--- src/rtl/ft_pkg.sv ---
// Shared types for the fault-tolerant store path.
//   state_e       : store buffer FSM states (RUN, DRAIN, RECOVER)
//   store_entry_t : one buffered store {addr, data} at the default widths
//   FT_DEPTH      : default number of buffered stores
package ft_pkg;

  localparam int unsigned FT_ADDR_WIDTH = 32;
  localparam int unsigned FT_DATA_WIDTH = 32;
  localparam int unsigned FT_DEPTH      = 4;

  typedef enum logic [1:0] {
    RUN     = 2'd0,
    DRAIN   = 2'd1,
    RECOVER = 2'd2
  } state_e;

  typedef struct packed {
    logic [FT_ADDR_WIDTH-1:0] addr;
    logic [FT_DATA_WIDTH-1:0] data;
  } store_entry_t;

endpackage

--- src/rtl/ft_sync_fifo.sv ---
// Synchronous FIFO of store entries with flush.
// Ports:
//   clk_i, rst_ni : clock, synchronous active-low reset
//   push_i/wdata_i: enqueue wdata_i (ignored when full)
//   pop_i         : dequeue head (ignored when empty)
//   flush_i       : discard all entries (wins over push/pop)
//   full_o/empty_o: status
//   level_o       : number of stored entries
//   head_o        : oldest entry
module ft_sync_fifo
  import ft_pkg::*;
#(
  parameter type         entry_t = store_entry_t,
  parameter int unsigned DEPTH   = FT_DEPTH
) (
  input  logic                       clk_i,
  input  logic                       rst_ni,
  input  logic                       push_i,
  input  entry_t                     wdata_i,
  input  logic                       pop_i,
  input  logic                       flush_i,
  output logic                       full_o,
  output logic                       empty_o,
  output logic [$clog2(DEPTH+1)-1:0] level_o,
  output entry_t                     head_o
);

  localparam int unsigned PW = $clog2(DEPTH);
  localparam logic [PW:0] PTR_ONE = (PW+1)'(1);

  entry_t      mem_q [DEPTH];
  logic [PW:0] wptr_q, wptr_d;
  logic [PW:0] rptr_q, rptr_d;
  logic        do_push, do_pop;

  // Pointers carry one extra wrap bit so full and empty are distinguishable.
  assign empty_o = (wptr_q == rptr_q);
  assign full_o  = (wptr_q[PW] != rptr_q[PW]) && (wptr_q[PW-1:0] == rptr_q[PW-1:0]);
  assign level_o = wptr_q - rptr_q;
  assign head_o  = mem_q[rptr_q[PW-1:0]];

  assign do_push = push_i && !full_o && !flush_i;
  assign do_pop  = pop_i && !empty_o && !flush_i;

  always_comb begin
    wptr_d = wptr_q;
    rptr_d = rptr_q;
    if (flush_i) begin
      wptr_d = '0;
      rptr_d = '0;
    end else begin
      if (do_push) wptr_d = wptr_q + PTR_ONE;
      if (do_pop)  rptr_d = rptr_q + PTR_ONE;
    end
  end

  always_ff @(posedge clk_i) begin
    if (!rst_ni) begin
      wptr_q <= '0;
      rptr_q <= '0;
    end else begin
      wptr_q <= wptr_d;
      rptr_q <= rptr_d;
    end
  end

  always_ff @(posedge clk_i) begin
    if (do_push) mem_q[wptr_q[PW-1:0]] <= wdata_i;
  end

endmodule

--- src/rtl/lockstep_store_buffer.sv ---
// Store buffer behind the lockstep comparator. Agreed stores are held until a
// checkpoint and then written to memory in order; a comparator mismatch throws
// away every uncommitted store and requests a core rollback.
// Ports:
//   clk_i, rst_ni              : clock, synchronous active-low reset
//   valid_i, cmp_error_i       : store attempt, comparator mismatch
//   addr_i, data_i             : agreed store address/data
//   checkpoint_i               : commit request pulse
//   stall_o                    : hold both cores, store not accepted
//   mem_req_o/addr/wdata, gnt_i: memory write port (completes on req&&gnt)
//   checkpoint_done_o          : pulse when a checkpoint has fully committed
//   recovery_req_o/ack_i       : rollback handshake
//   error_count_o              : saturating mismatch count
//   level_o                    : buffered entries
module lockstep_store_buffer
  import ft_pkg::*;
#(
  parameter int unsigned ADDR_WIDTH = 32,
  parameter int unsigned DATA_WIDTH = 32,
  parameter int unsigned DEPTH      = FT_DEPTH,
  parameter int unsigned CNT_WIDTH  = 8
) (
  input  logic                       clk_i,
  input  logic                       rst_ni,
  input  logic                       valid_i,
  input  logic                       cmp_error_i,
  input  logic [ADDR_WIDTH-1:0]      addr_i,
  input  logic [DATA_WIDTH-1:0]      data_i,
  input  logic                       checkpoint_i,
  output logic                       stall_o,
  output logic                       mem_req_o,
  output logic [ADDR_WIDTH-1:0]      mem_addr_o,
  output logic [DATA_WIDTH-1:0]      mem_wdata_o,
  input  logic                       mem_gnt_i,
  output logic                       checkpoint_done_o,
  output logic                       recovery_req_o,
  input  logic                       recovery_ack_i,
  output logic [CNT_WIDTH-1:0]       error_count_o,
  output logic [$clog2(DEPTH+1)-1:0] level_o
);

  localparam int unsigned LW = $clog2(DEPTH+1);

  typedef struct packed {
    logic [ADDR_WIDTH-1:0] addr;
    logic [DATA_WIDTH-1:0] data;
  } entry_t;

  state_e               state_q, state_d;
  logic                 done_q, done_d;
  logic [CNT_WIDTH-1:0] err_cnt_q;
  logic                 err_inc;

  logic    push, pop, flush;
  logic    full, empty;
  entry_t  head, wentry;

  assign wentry.addr = addr_i;
  assign wentry.data = data_i;

  ft_sync_fifo #(
    .entry_t (entry_t),
    .DEPTH   (DEPTH)
  ) u_fifo (
    .clk_i   (clk_i),
    .rst_ni  (rst_ni),
    .push_i  (push),
    .wdata_i (wentry),
    .pop_i   (pop),
    .flush_i (flush),
    .full_o  (full),
    .empty_o (empty),
    .level_o (level_o),
    .head_o  (head)
  );

  always_comb begin
    state_d        = state_q;
    done_d         = 1'b0;
    push           = 1'b0;
    pop            = 1'b0;
    flush          = 1'b0;
    err_inc        = 1'b0;
    stall_o        = 1'b0;
    mem_req_o      = 1'b0;
    recovery_req_o = 1'b0;
    unique case (state_q)
      RUN: begin
        stall_o = valid_i && full && !cmp_error_i;
        if (valid_i && cmp_error_i) begin
          // A faulty store also cancels any checkpoint in the same cycle.
          state_d = RECOVER;
          flush   = 1'b1;
          err_inc = 1'b1;
        end else begin
          push = valid_i && !full;
          // A store blocked by a full buffer forces an implicit checkpoint;
          // a checkpoint on an empty buffer completes without draining.
          if ((valid_i && full) || (checkpoint_i && (!empty || push))) begin
            state_d = DRAIN;
          end else if (checkpoint_i) begin
            done_d = 1'b1;
          end
        end
      end
      DRAIN: begin
        stall_o   = 1'b1;
        mem_req_o = !empty;
        pop       = mem_req_o && mem_gnt_i;
        if (empty || (pop && (level_o == LW'(1)))) begin
          state_d = RUN;
          done_d  = 1'b1;
        end
      end
      RECOVER: begin
        stall_o        = 1'b1;
        recovery_req_o = 1'b1;
        if (recovery_ack_i) state_d = RUN;
      end
      default: state_d = RUN;
    endcase
  end

  assign mem_addr_o        = mem_req_o ? head.addr : '0;
  assign mem_wdata_o       = mem_req_o ? head.data : '0;
  assign checkpoint_done_o = done_q;
  assign error_count_o     = err_cnt_q;

  always_ff @(posedge clk_i) begin
    if (!rst_ni) begin
      state_q   <= RUN;
      done_q    <= 1'b0;
      err_cnt_q <= '0;
    end else begin
      state_q <= state_d;
      done_q  <= done_d;
      if (err_inc && (err_cnt_q != '1)) err_cnt_q <= err_cnt_q + CNT_WIDTH'(1);
    end
  end

endmodule

--- config.mk ---
export PLATFORM = sky130hd
export DESIGN_NAME = lockstep_store_buffer
export DESIGN_NICKNAME = d
export VERILOG_FILES = /design/src/rtl/ft_pkg.sv /design/src/rtl/ft_sync_fifo.sv /design/src/rtl/lockstep_store_buffer.sv
export SDC_FILE = /design/constraint.sdc
export NUM_CORES = 1
export LEC_CHECK = 0
export CELL_PAD_IN_SITES_DETAIL_PLACEMENT = 1
export CELL_PAD_IN_SITES_GLOBAL_PLACEMENT = 1
export CORE_MARGIN = 3
export CORE_UTILIZATION = 43
export CTS_CLUSTER_DIAMETER = 150
export DETAILED_ROUTE_END_ITERATION = 8
export PLACE_DENSITY = 0.83
export SLEW_MARGIN = 10
export SYNTH_ARGS = -nofsm -noshare
export SYNTH_HDL_FRONTEND = slang
export SYNTH_HIERARCHICAL = 1
export SYNTH_SLANG_ARGS = --single-unit
--- constraint.sdc ---
create_clock -name clk_i -period 7 [get_ports clk_i]
set_input_delay 0.7 -clock clk_i [delete_from_list [all_inputs] [get_ports clk_i]]
set_output_delay 0.7 -clock clk_i [all_outputs]
set_load 0.01 [all_outputs]
# After elaboration in Yosys (flattened, before gate mapping)
# Memories as Yosys holds them, arrays and structs flattened. A register that Yosys moved wholly into a read port is not among the register bits.
# Index checks and enable logic that the tools add are counted.
[totals]
n_memories = 1
input_bits = 71
mem_bits_ro = 0
latchBits = 0
reg_bits = 17
ramBits = 256
word_cells = 69
[mem_list]
columns = ["memory", "depth", "width", "read_ports", "rd_clocked_by_memory_dff", "write_ports", "line_no", "text"]
rows = [
  ["u_fifo.mem_q", 4, 64, 1, 1, 1, "ft_sync_fifo.sv:31", "entry_t mem_q [DEPTH];"],
]
[classes]
bitwise_logic = 1
n_reduce_logical = 24
n_lt_le_gt_ge = 0
mux = 24
add_sub_neg = 4
div = 0
eq_ne = 10
shift = 0
mul = 0
[ops]
columns = ["cell", "n"]
rows = [
  ["$mux 32", 2],
  ["$logic_and 1x1->1", 13],
  ["$mux 1", 13],
  ["$mux 2", 6],
  ["$add 8x1->8 const B", 1],
  ["$ne 8x8->1 const B", 1],
  ["$add 3x1->3 const B", 2],
  ["$pmux 2 s3", 1],
  ["$logic_not 1->1", 4],
  ["$ne 2x2->1 const B", 2],
  ["$pmux 1 s2", 2],
  ["$reduce_or 2->1", 2],
  ["$eq 3x1->1 const B", 1],
  ["$eq 3x3->1", 1],
  ["$logic_or 1x1->1", 3],
  ["$ne 3x3->1 const B", 1],
  ["$reduce_and 3->1", 1],
  ["$sub 3x3->3", 1],
  ["$eq 2x1->1 const B", 1],
  ["$eq 2x2->1", 1],
  ["$eq 2x2->1 const B", 1],
  ["$logic_not 2->1", 1],
  ["$ne 1x1->1", 1],
  ["$not 1->1", 1],
]

# Depth between registers and ports, before layout
# Gate-level depths: netlist of the first run.
[logic_depth]
word_depth = 10
mapped_depth = 9
depth_no_buf = 8

# Modules after synthesis
# The synthesis of the first run kept the hierarchy.
[by_module_without_submodules]
columns = ["module", "seq_area_each_um2", "area_per_inst_um2", "instances", "cells_per_inst"]
rows = [
  ["ft_sync_fifo", 7847.5, 9864.5, 1, 393],
  ["lockstep_store_buffer", 220.2, 1087.3, 1, 144],
]

# Worst setup path before layout of the first run
# No wires, ideal clock.
[synth_path]
path_type = "register to register"
start = "register u_fifo.wptr_q[0]"
end = "memory u_fifo/mem_q[1][0] (netlist name), enable pin"
n_path_buf = 0
required_time_ns = 6.422
synth_period_minus_slack_ns = 6.846
arrival_time_ns = 6.268
setup_time_ns = 0.578
setup_slack_ns = 0.154
stages_incl_launch_ff = 8
cell_sequence = "dfxtp_1 inv_1 ha_1 nand2_1 nor2_1 nor3_1 o21ai_4 nor3b_1"
[synth_via]
elab_chain_cells = 10
[synth_lines]
columns = ["element", "line_no", "text"]
rows = [
  ["from (decl)", "ft_sync_fifo.sv:32", "logic [PW:0] wptr_q, wptr_d;"],
  ["from (signal assigned)", "ft_sync_fifo.sv:62", "wptr_q <= wptr_d;"],
  ["$eq 2x2->1", "ft_sync_fifo.sv:38", "assign full_o = (wptr_q[PW] != rptr_q[PW]) && (wptr_q[PW-1:0] == rptr_q[PW-1:0]);"],
  ["$logic_and 1x1->1", "ft_sync_fifo.sv:38", ""],
  ["net full", "lockstep_store_buffer.sv:55", "logic full, empty;"],
  ["$logic_not 1->1", "lockstep_store_buffer.sv:96", "push = valid_i && !full;"],
  ["$logic_and 1x1->1", "lockstep_store_buffer.sv:96", ""],
  ["$mux 1", "lockstep_store_buffer.sv:90", "if (valid_i && cmp_error_i) begin"],
  ["$mux 1", "lockstep_store_buffer.sv:87", "unique case (state_q)"],
  ["net push", "lockstep_store_buffer.sv:54", "logic push, pop, flush;"],
  ["$logic_and 1x1->1 (2 in series)", "ft_sync_fifo.sv:42", "assign do_push = push_i && !full_o && !flush_i;"],
  ["$mux 1", "ft_sync_fifo.sv:68", "if (do_push) mem_q[wptr_q[PW-1:0]] <= wdata_i;"],
  ["$mux 1 (implied by the code)", "ft_sync_fifo.sv:68", ""],
  ["to (decl)", "ft_sync_fifo.sv:31", ""],
]
# The timed path passes the listed nets, and every way through them passes these cells.

# Worst setup path after layout of the first run
[layout_path]
start = "register u_fifo.wptr_q[0]"
end = "output port mem_addr_o[28]"
[layout_via]
elab_chain_cells = 4
[layout_lines]
columns = ["element", "line_no", "text"]
rows = [
  ["$eq 3x3->1", "ft_sync_fifo.sv:37", "assign empty_o = (wptr_q == rptr_q);"],
  ["net empty", "lockstep_store_buffer.sv:55", ""],
  ["$logic_not 1->1", "lockstep_store_buffer.sv:108", "mem_req_o = !empty;"],
  ["$mux 1", "lockstep_store_buffer.sv:87", ""],
  ["$mux 32", "lockstep_store_buffer.sv:124", "assign mem_addr_o = mem_req_o ? head.addr : '0;"],
  ["to (decl)", "lockstep_store_buffer.sv:32", "output logic [ADDR_WIDTH-1:0] mem_addr_o,"],
]
# The timed path passes the listed nets, and every way through them passes these cells.

==> flow_metrics.py, run 1 <==
metrics = {
    "run_status": {
        "outcome": "complete, no violations",
    },
    "worst_setup_path": {
        "worst_path_max_delay_cell": "nor2_4",
        "crit_chain": "inv_1 -> ha_1 -> and2_1 -> and2_1 -> nor2_4 -> buf_4 -> and2_1 -> clkdlybuf4s50_1",
        "r2r-start": "u_fifo/wptr_q[0]$_SDFFE_PP0P_",
        "cpPeakStageDelay_ps": 560,
        "start_kind": "register",
        "path_delay_family": "simple AND/OR/NAND/NOR gates",
        "path_buf_inv": 3,
        "critPathRequiredTime_ps": 6300,
        "worstPathArrival_ps": 3650,
        "worstSetupEndpointType": "output port",
        "critPathMaxFanout": 35,
        "cp_common_cell": "and2_1",
        "startpoint": "u_fifo/wptr_q[0]$_SDFFE_PP0P_",
        "crit_type": "register to output port",
    },
    "synth": {
        "ys_types": 43,
        "ys_async_sr_fraction_pct": 0,
        "yosys_register_bits": 275,
        "ys_warn_count": 6,
        "postSynthAreaPerCell_um2": 20.4,
        "syn_nets": 621,
        "synth.area.top_cells": "edfxtp_1 70%, mux4_2 12%, and2_1 3.8%",
        "yosysMostFrequentCell": "edfxtp_1",
        "synthCells": 537,
        "synth-main-ff-cell": "edfxtp_1",
        "synth_edf_count": 256,
        "synth_area_um2": 11000,
        "ys_seq_area_share_pct": 73.7,
        "synth_top_area_share_pct": 70.2,
        "yosys.area.top_type": "edfxtp_1",
        "synthTopCellsByCount": "256 x edfxtp_1, 67 x and2_1, 60 x mux4_2",
    },
    "grt": {
        "grt_antenna_before_repair": 1,
        "top_usage_layer": "met2",
        "grt_max_degree": 65,
        "gr-total-overflow": 0,
        "grtUsageTotal_pct": 17.0,
        "grtUsageMet3_pct": 3.09,
        "grt_pass1_wl_um": 35700,
        "grt_pass1_vias": 6107,
        "use_met1_pct": 22.7,
        "use_met2_pct": 29.6,
    },
    "sta": {
        "setup_viol": 0,
        "grt_setup_unrepaired": "false",
        "clock.fmax_ghz": 0.230,
        "tightest_slew_ps": 957,
        "finalCritPeriodShare_pct": 62.2,
        "fin_setup_tns_ps": 0,
        "hold_viol": 0,
        "fin_skew_ps": 14.0,
        "drv_slew": 0,
        "finalCriticalPeriod_ps": 4350,
        "max_slew_margin_pct": 36.2,
    },
    "drt": {
        "route.detailed.drc": 0,
        "drtPass1Iterations": 6,
        "drt-initial-drc-count": 403,
        "wl_per_cell_um": 22.0,
        "routed_wl_um": 23200,
        "vias": 5558,
        "routed_via_density": 5.28,
        "ant_nets": 0,
    },
    "finish": {
        "diodes": 0,
        "multi_input_comb_area_um2": 2650,
        "final.fill_count": 2208,
        "seqCellArea_um2": 8080,
        "nNetsFinal": 789,
        "drive_gt1_share_pct": 17.7,
        "area_delta_synth_final_pct": 25.2,
    },
    "pwr": {
        "peakVddDrop_v": 0.000164,
        "p_per_area_nw_per_um2": 262,
        "p_leak_nw": 4.42,
        "finalPower_mw": 3.60,
    },
    "min_path": {
        "hold_path.class": "register to register",
        "hold_start": "state_q[1]$_SDFFE_PN0P_",
    },
    "clock_network": {
        "clock_latency_ps": 530,
        "numCtsBuffers": 30,
        "cts_setup_buffers": 0,
        "cts_tree": "built",
        "root_buffer": "clkbuf_16",
        "cts_hold_buffers": 0,
        "ctsResizeCount": 0,
        "htree_levels": 1,
        "clock_path_buffers": 3,
        "clkTransAtPathRegs_ps": 60,
        "cts.sinks": 275,
    },
    "run": {
        "drv_cap": 0,
    },
    "placed_design": {
        "portBuffers": 149,
        "gp_congestion": 0.778,
        "hpwl_um": 14500,
    },
    "floorplanning": {
        "io-pin-count": 150,
        "die_y_um": 166,
        "core_area_um2": 24700,
        "num_rows": 57,
        "die-area_um2": 27400,
        "die_w_um": 166,
        "start_util_pct": 44.4,
    },
}
-- worst paths after layout --
| kind | slack, ps | endpoint | depth (start not counted) |
|---|---|---|---|
| worst max register to register | 3730 | register | 9 |
| worst max-delay path | 2650 | mem_addr_o[28] | 8 |
| worst min register to register | 520 | state_q[1]$_SDFFE_PN0P_ | 2 |
| worst min-delay path | 520 | state_q[1]$_SDFFE_PN0P_ | 2 |
-- flip-flops by register name (all words and copies together), names as in the netlist, named ones only --
| signal | flops |
|---|---|
| u_fifo/mem_q | 256 |
| u_fifo/wptr_q | 3 |
| u_fifo/rptr_q | 3 |
| state_q | 2 |
| checkpoint_done_o | 1 |
| error_count_o | 8 |
-- worst register-to-register path, delay by kind of cell, from the launching register on --
kind / cells / cell delay (ps)
adder cells (fa/ha/maj): 1 / 350
buffers and inverters: 2 / 610
multiplexers: 1 / 260
AND/OR/NAND/NOR: 4 / 1280
flip-flops: 1 / 380
AO/OA/AOI/OAI: 1 / 300
-- cell type report --
| class | count | area share, % |
|---|---|---|
| Clock buffer | 37 | 5.82 |
| Clock inverter | 19 | 1.21 |
| Inverter | 13 | 0.356 |
| Multi-Input combinational cell | 226 | 19.4 |
| Sequential cell | 275 | 58.9 |
| Tap cell | 324 | 2.96 |
| Timing Repair Buffer | 159 | 11.4 |
-- stage by stage --
stage          instances  setup WS [ps]  utilization (%)  hold slack [ps]  cell area [um2]
4_1_cts             1053           2550             55.6              521            13700
5_1_grt             1053           2350             55.6              549            13700
3_3_place_gp         997           3340             51.7              480            12700
6_report            1053           2650             55.6              517            13700
3_5_place_dp         997           3160             51.7              512            12700
2_1_floorplan        537            154                -              468            11000
-- power by group --
group	switching, mW	internal (mW)	total (mW)
Clock	0.603	0.916	1.52
Combinational	0.111	0.108	0.219
Sequential	0.0132	1.84	1.86
-- routing by layer --
| metal | wire length, um | vias to the layer above |
|---|---|---|
| li1 | - | 2484 |
| met1 | 9860 | 2895 |
| met2 | 11900 | 151 |
| met3 | 1200 | 26 |
| met4 | 246 | 2 |
| met5 | 13 | - |
-- cells in the final DEF (no fill, tap or decap), types with 4 or more instances in the layout --
cell	instances
nand2_1	13
nor2_1	7
dfxtp_1	17
nand4_1	5
clkbuf_1	6
a21oi_1	4
edfxtp_1	256
buf_4	10
and2_1	67
clkinv_2	10
clkinv_1	6
mux4_1	4
clkbuf_16	31
mux2i_1	8
o211ai_1	4
inv_1	12
clkdlybuf4s50_1	149
mux4_2	60
ha_1	12
nor3b_2	4
-- kinds of logic after synthesis --
logic type,share of synthesized area (%)
mux,14.0
buf+inv,2.35
flops,73.7
xor+xnor,0.469
compound gates,1.68
simple gates,6.25
fa+ha+maj,1.55
Note: power is estimated with default switching activity, not from simulation.
==> run 2, diff against run 1 <==
--- a/config.mk
+++ b/config.mk
@@ -8,10 +8,10 @@
 export CELL_PAD_IN_SITES_DETAIL_PLACEMENT = 1
 export CELL_PAD_IN_SITES_GLOBAL_PLACEMENT = 1
 export CORE_MARGIN = 3
-export CORE_UTILIZATION = 43
+export CORE_UTILIZATION = 47
 export CTS_CLUSTER_DIAMETER = 150
 export DETAILED_ROUTE_END_ITERATION = 8
-export PLACE_DENSITY = 0.83
+export PLACE_DENSITY = 0.86
 export SLEW_MARGIN = 10
 export SYNTH_ARGS = -nofsm -noshare
 export SYNTH_HDL_FRONTEND = slang
==> constraint.sdc (replaced) <==
create_clock -name clk_i -period 4.2 [get_ports clk_i]
set_input_delay 0.42 -clock clk_i [delete_from_list [all_inputs] [get_ports clk_i]]
set_output_delay 0.42 -clock clk_i [all_outputs]
set_load 0.01 [all_outputs]
==> flow_metrics.py, run 2 (same netlist as run 1, synthesis figures left out) <==
metrics = {
    "finish": {
        "mostFrequentLayoutCells": "256 x edfxtp_1, 149 x clkdlybuf4s50_1, 67 x and2_1",
        "layout_commonest_cell": "edfxtp_1",
        "drive_gt1_share_pct": 17.2,
        "area_delta_synth_final_pct": 25.1,
        "largest_reg_flops": 256,
        "finalInstanceArea_um2": 13700,
        "fin_util_pct": 60.1,
        "nNetsFinal": 789,
        "diodes": 0,
    },
    "drt": {
        "route.detailed.drc": 0,
        "drt-initial-drc-count": 324,
        "drtPass1Iterations": 4,
        "routed_via_density": 5.35,
        "routed_wl_um": 23300,
        "vias": 5563,
        "ant_nets": 0,
        "wl_per_cell_um": 22.4,
    },
    "worst_setup_path": {
        "worstPathArrival_ps": 3410,
        "cpPeakStageDelay_ps": 560,
        "worstSetupEndpointType": "output port",
        "r2r_slack_ps": 1130,
        "crit_type": "register to output port",
        "r2r-end": "u_fifo/mem_q[3][47]$_DFFE_PP_",
        "cp_common_cell": "and2_1",
        "worst_path_max_delay_cell": "nor2_4",
        "r2r-start": "u_fifo/wptr_q[0]$_SDFFE_PP0P_",
        "reg2reg_depth": 8,
        "critPathMaxFanout": 36,
        "critPathRequiredTime_ps": 3780,
        "crit_chain": "inv_1 -> ha_1 -> and2_1 -> and2_1 -> nor2_4 -> buf_12 -> and2_1 -> clkdlybuf4s50_1",
        "start_kind": "register",
    },
    "clock_network": {
        "clkTransAtPathRegs_ps": 60,
        "clock_latency_ps": 530,
        "root_buffer": "clkbuf_16",
        "htree_levels": 1,
        "cts_hold_buffers": 0,
        "ctsResizeCount": 0,
        "cts_setup_buffers": 0,
        "cts_tree": "built",
        "cts.sinks": 275,
        "numCtsBuffers": 28,
        "clock_path_buffers": 3,
    },
    "sta": {
        "finalCritPeriodShare_pct": 91.2,
        "setup_viol": 0,
        "grt_setup_unrepaired": "false",
        "fin_skew_ps": 16.3,
        "drv_slew": 0,
        "max_slew_margin_pct": 35.8,
        "finalCriticalPeriod_ps": 3830,
        "tightest_slew_ps": 962,
        "clock.fmax_ghz": 0.261,
        "hold_viol": 0,
    },
    "grt": {
        "grtUsageTotal_pct": 18.6,
        "gr-total-overflow": 0,
        "grt_pass1_wl_um": 35600,
        "grt_max_degree": 65,
        "grt_pass1_vias": 6167,
        "grt_antenna_before_repair": 0,
    },
    "pwr": {
        "power_frac_comb_pct": 6.2,
        "clockPowerShare_pct": 41.1,
        "p_int_mw": 4.70,
        "power.sequential.fraction_pct": 52.6,
        "p_sw_mw": 1.19,
        "swShare_pct": 20.3,
        "p_per_area_nw_per_um2": 430,
        "peakVddDrop_v": 0.000501,
        "p_leak_nw": 4.41,
    },
    "run": {
        "drv_cap": 0,
    },
    "floorplanning": {
        "die_y_um": 159,
        "core_area_um2": 22800,
        "io-pin-count": 150,
        "num_rows": 55,
        "start_util_pct": 48.1,
        "die_w_um": 159,
        "die-area_um2": 25200,
    },
    "min_path": {
        "hold_path.class": "primary input to register",
        "hold_path_end": "u_fifo/mem_q[2][32]$_DFFE_PP_",
        "hold_start": "addr_i[0]",
        "whs_path_depth": 1,
    },
    "run_status": {
        "outcome": "complete, no violations",
    },
    "placed_design": {
        "hpwl_um": 14700,
        "gp_congestion": 0.814,
        "post_dp_cell_area_um2": 12800,
        "portBuffers": 149,
    },
}
run 2: area by class of cell:
cell class / count / area, um2
Clock buffer: 33 / 741
Timing Repair Buffer: 161 / 1590
Inverter: 13 / 48.8
Clock inverter: 19 / 169
Sequential cell: 275 / 8080
Fill cell: 1968 / 9080
Tap cell: 313 / 392
Multi-Input combinational cell: 226 / 2680
run 2: stage by stage:
step                std cells  worst slack [ps]  hold WS (ps)  total power, mW  setup TNS (ps)
floorplan                 537              -385           468             3.32          -94040
global placement          988              1000           480             3.50               0
detailed placement        988               865           521             3.53               0
CTS                      1040               293           503             5.96               0
global route             1040               152           521             6.10               0
finish                   1040               368           519             5.89               0
run 2: worst max-delay path, delay by kind of cell, from the launching register on:
kind / cells / cell delay, ps
AND/OR/NAND/NOR: 4 / 1190
adder cells (fa/ha/maj): 1 / 330
buffers and inverters: 3 / 940
flip-flops: 1 / 390
run 2: power groups by stage:
| stage | clock network, mW | registers, mW | logic [mW] |
|---|---|---|---|
| 6_report | 2.42 | 3.10 | 0.368 |
| 4_1_cts | 2.48 | 3.10 | 0.374 |
| 5_1_grt | 2.60 | 3.10 | 0.400 |
| 2_1_floorplan | 0 | 3.15 | 0.163 |
| 3_3_place_gp | 0 | 3.15 | 0.351 |
| 3_5_place_dp | 0 | 3.16 | 0.370 |
run 2: how the worst max path moves through the flow:
| stage | to | startpoint | slack (ps) |
|---|---|---|---|
| global placement | mem_addr_o[20] | u_fifo/wptr_q[0]$_SDFFE_PP0P_ | 1000 |
| floorplan | u_fifo/mem_q[1][0]$_DFFE_PP_ | u_fifo/wptr_q[0]$_SDFFE_PP0P_ | -380 |
| finish | mem_addr_o[21] | u_fifo/wptr_q[0]$_SDFFE_PP0P_ | 370 |
| CTS | mem_addr_o[21] | u_fifo/wptr_q[0]$_SDFFE_PP0P_ | 290 |
| global route | mem_addr_o[21] | u_fifo/wptr_q[0]$_SDFFE_PP0P_ | 150 |
| detailed placement | mem_addr_o[24] | u_fifo/wptr_q[0]$_SDFFE_PP0P_ | 860 |
run 2: per-layer routing:
layer | wire length (um) | GRT usage, %
met1 | 9460 | 24.2
met5 | 0 | 0
met3 | 1140 | 3.21
met2 | 12200 | 32.6
met4 | 543 | 5.12
==> run 3, diff against run 2 <==
--- a/config.mk
+++ b/config.mk
@@ -7,7 +7,6 @@
 export LEC_CHECK = 0
 export CELL_PAD_IN_SITES_DETAIL_PLACEMENT = 1
 export CELL_PAD_IN_SITES_GLOBAL_PLACEMENT = 1
-export CORE_MARGIN = 3
 export CORE_UTILIZATION = 47
 export CTS_CLUSTER_DIAMETER = 150
 export DETAILED_ROUTE_END_ITERATION = 8
==> flow_metrics.py, run 3 (same netlist as run 1, synthesis figures left out) <==
metrics = {
    "run_status": {
        "outcome": "complete, no violations",
    },
    "grt": {
        "grtUsageMet3_pct": 3.53,
        "grtUsageTotal_pct": 20.2,
        "top_usage_layer": "met2",
        "use_met2_pct": 38.3,
        "grt_pass1_wl_um": 36200,
        "grt_max_degree": 65,
        "gr-total-overflow": 0,
        "grt_antenna_before_repair": 0,
        "use_met1_pct": 23.7,
        "grt_pass1_vias": 6265,
    },
    "drt": {
        "drt-initial-drc-count": 253,
        "ant_nets": 0,
        "routed_wl_um": 23600,
        "wl_per_cell_um": 22.7,
        "route.detailed.drc": 0,
        "routed_via_density": 5.37,
        "drtPass1Iterations": 5,
        "vias": 5569,
    },
    "sta": {
        "clock.fmax_ghz": 0.272,
        "fin_setup_tns_ps": 0,
        "setup_viol": 0,
        "max_slew_margin_pct": 35.5,
        "finalCritPeriodShare_pct": 87.5,
        "finalCriticalPeriod_ps": 3670,
        "tightest_slew_ps": 967,
        "hold_viol": 0,
        "grt_setup_unrepaired": "false",
        "drv_slew": 0,
        "fin_skew_ps": 16.7,
    },
    "placed_design": {
        "post_dp_cell_area_um2": 12800,
        "portBuffers": 149,
        "dp_cells": 988,
        "gp_congestion": 0.774,
        "hpwl_um": 15200,
    },
    "pwr": {
        "p_leak_nw": 4.36,
        "p_per_area_nw_per_um2": 419,
        "peakVddDrop_v": 0.000376,
    },
    "worst_setup_path": {
        "crit_type": "register to output port",
        "start_kind": "register",
        "critPathMaxFanout": 47,
        "worstSetupEndpointType": "output port",
        "worstPathArrival_ps": 3250,
        "critPathRequiredTime_ps": 3780,
        "cp_common_cell": "and2_1",
        "crit_chain": "inv_1 -> ha_1 -> and2_1 -> and2_1 -> nor2_4 -> buf_12 -> and2_1 -> clkdlybuf4s50_1",
        "cpPeakStageDelay_ps": 570,
        "worst_path_max_delay_cell": "clkdlybuf4s50_1",
    },
    "finish": {
        "area_delta_synth_final_pct": 24.2,
        "nNetsFinal": 790,
        "largest_reg_flops": 256,
        "mostFrequentLayoutCells": "256 x edfxtp_1, 149 x clkdlybuf4s50_1, 67 x and2_1",
        "diodes": 0,
        "drive_gt1_share_pct": 16.2,
        "finalInstanceArea_um2": 13600,
        "layout_commonest_cell": "edfxtp_1",
        "layout.cells.non_filler": 1037,
    },
    "floorplanning": {
        "die_y_um": 155,
        "die-area_um2": 23900,
        "io-pin-count": 150,
        "num_rows": 55,
        "die_w_um": 155,
        "start_util_pct": 48.1,
        "core_area_um2": 22800,
    },
    "clock_network": {
        "clock_latency_ps": 540,
        "clock_path_buffers": 3,
        "cts_hold_buffers": 0,
        "numCtsBuffers": 29,
        "htree_levels": 1,
        "cts_tree": "built",
        "root_buffer": "clkbuf_16",
        "cts_setup_buffers": 0,
        "cts.sinks": 275,
        "ctsResizeCount": 0,
        "clkTransAtPathRegs_ps": 60,
    },
    "run": {
        "drv_cap": 0,
    },
    "min_path": {
        "hold_path.class": "register to register",
    },
}
-- run 3: worst paths after layout --
| path | startpoint | endpoint | slack (ps) | depth (start not counted) |
|---|---|---|---|---|
| hold / removal | state_q[1]$_SDFFE_PN0P_ | state_q[1]$_SDFFE_PN0P_ | 510 | 2 |
| setup reg to reg | u_fifo/wptr_q[0]$_SDFFE_PP0P_ | u_fifo/mem_q[2][44]$_DFFE_PP_ | 1040 | 8 |
| hold reg to reg | state_q[1]$_SDFFE_PN0P_ | state_q[1]$_SDFFE_PN0P_ | 510 | 2 |
| setup / recovery | u_fifo/wptr_q[0]$_SDFFE_PP0P_ | mem_wdata_o[7] | 530 | 8 |
-- run 3: final cells by class --
cell class | count | area, um2
Tap cell | 313 | 392
Fill cell | 1955 | 9180
Sequential cell | 275 | 8080
Inverter | 13 | 48.8
Clock inverter | 12 | 57.6
Multi-Input combinational cell | 226 | 2680
Timing Repair Buffer | 161 | 1590
Clock buffer | 37 | 756
-- run 3: power by group --
group / internal, mW / switching (mW)
Combinational: 0.182 / 0.184
Sequential: 3.07 / 0.0226
Clock: 1.26 / 0.982
Total: 4.51 / 1.19
-- run 3: critical path: cells and delay by family, from the launching register on --
| kind | cells | cell delay [ps] |
|---|---|---|
| and+or+nand+nor | 4 | 1000 |
| buffers and inverters | 3 | 970 |
| DFF | 1 | 390 |
| adders and majority gates | 1 | 330 |
-- run 3: through the flow --
stage               total power [mW]  worst slack [ps]  hold WS (ps)  utilization [%]
floorplan                       3.32              -385           468                -
global placement                3.49              1140           480             56.1
detailed placement              3.53               996           507             56.1
CTS                             5.77               433           499             59.7
global route                    5.89               353           514             59.7
finish                          5.70               526           505             59.7
-- run 3: metal layers --
metal	part of all wire [%]	wire, um
met5	0	0
met4	1.3	308
met3	4.4	1040
met2	55	13100
met1	39	9160
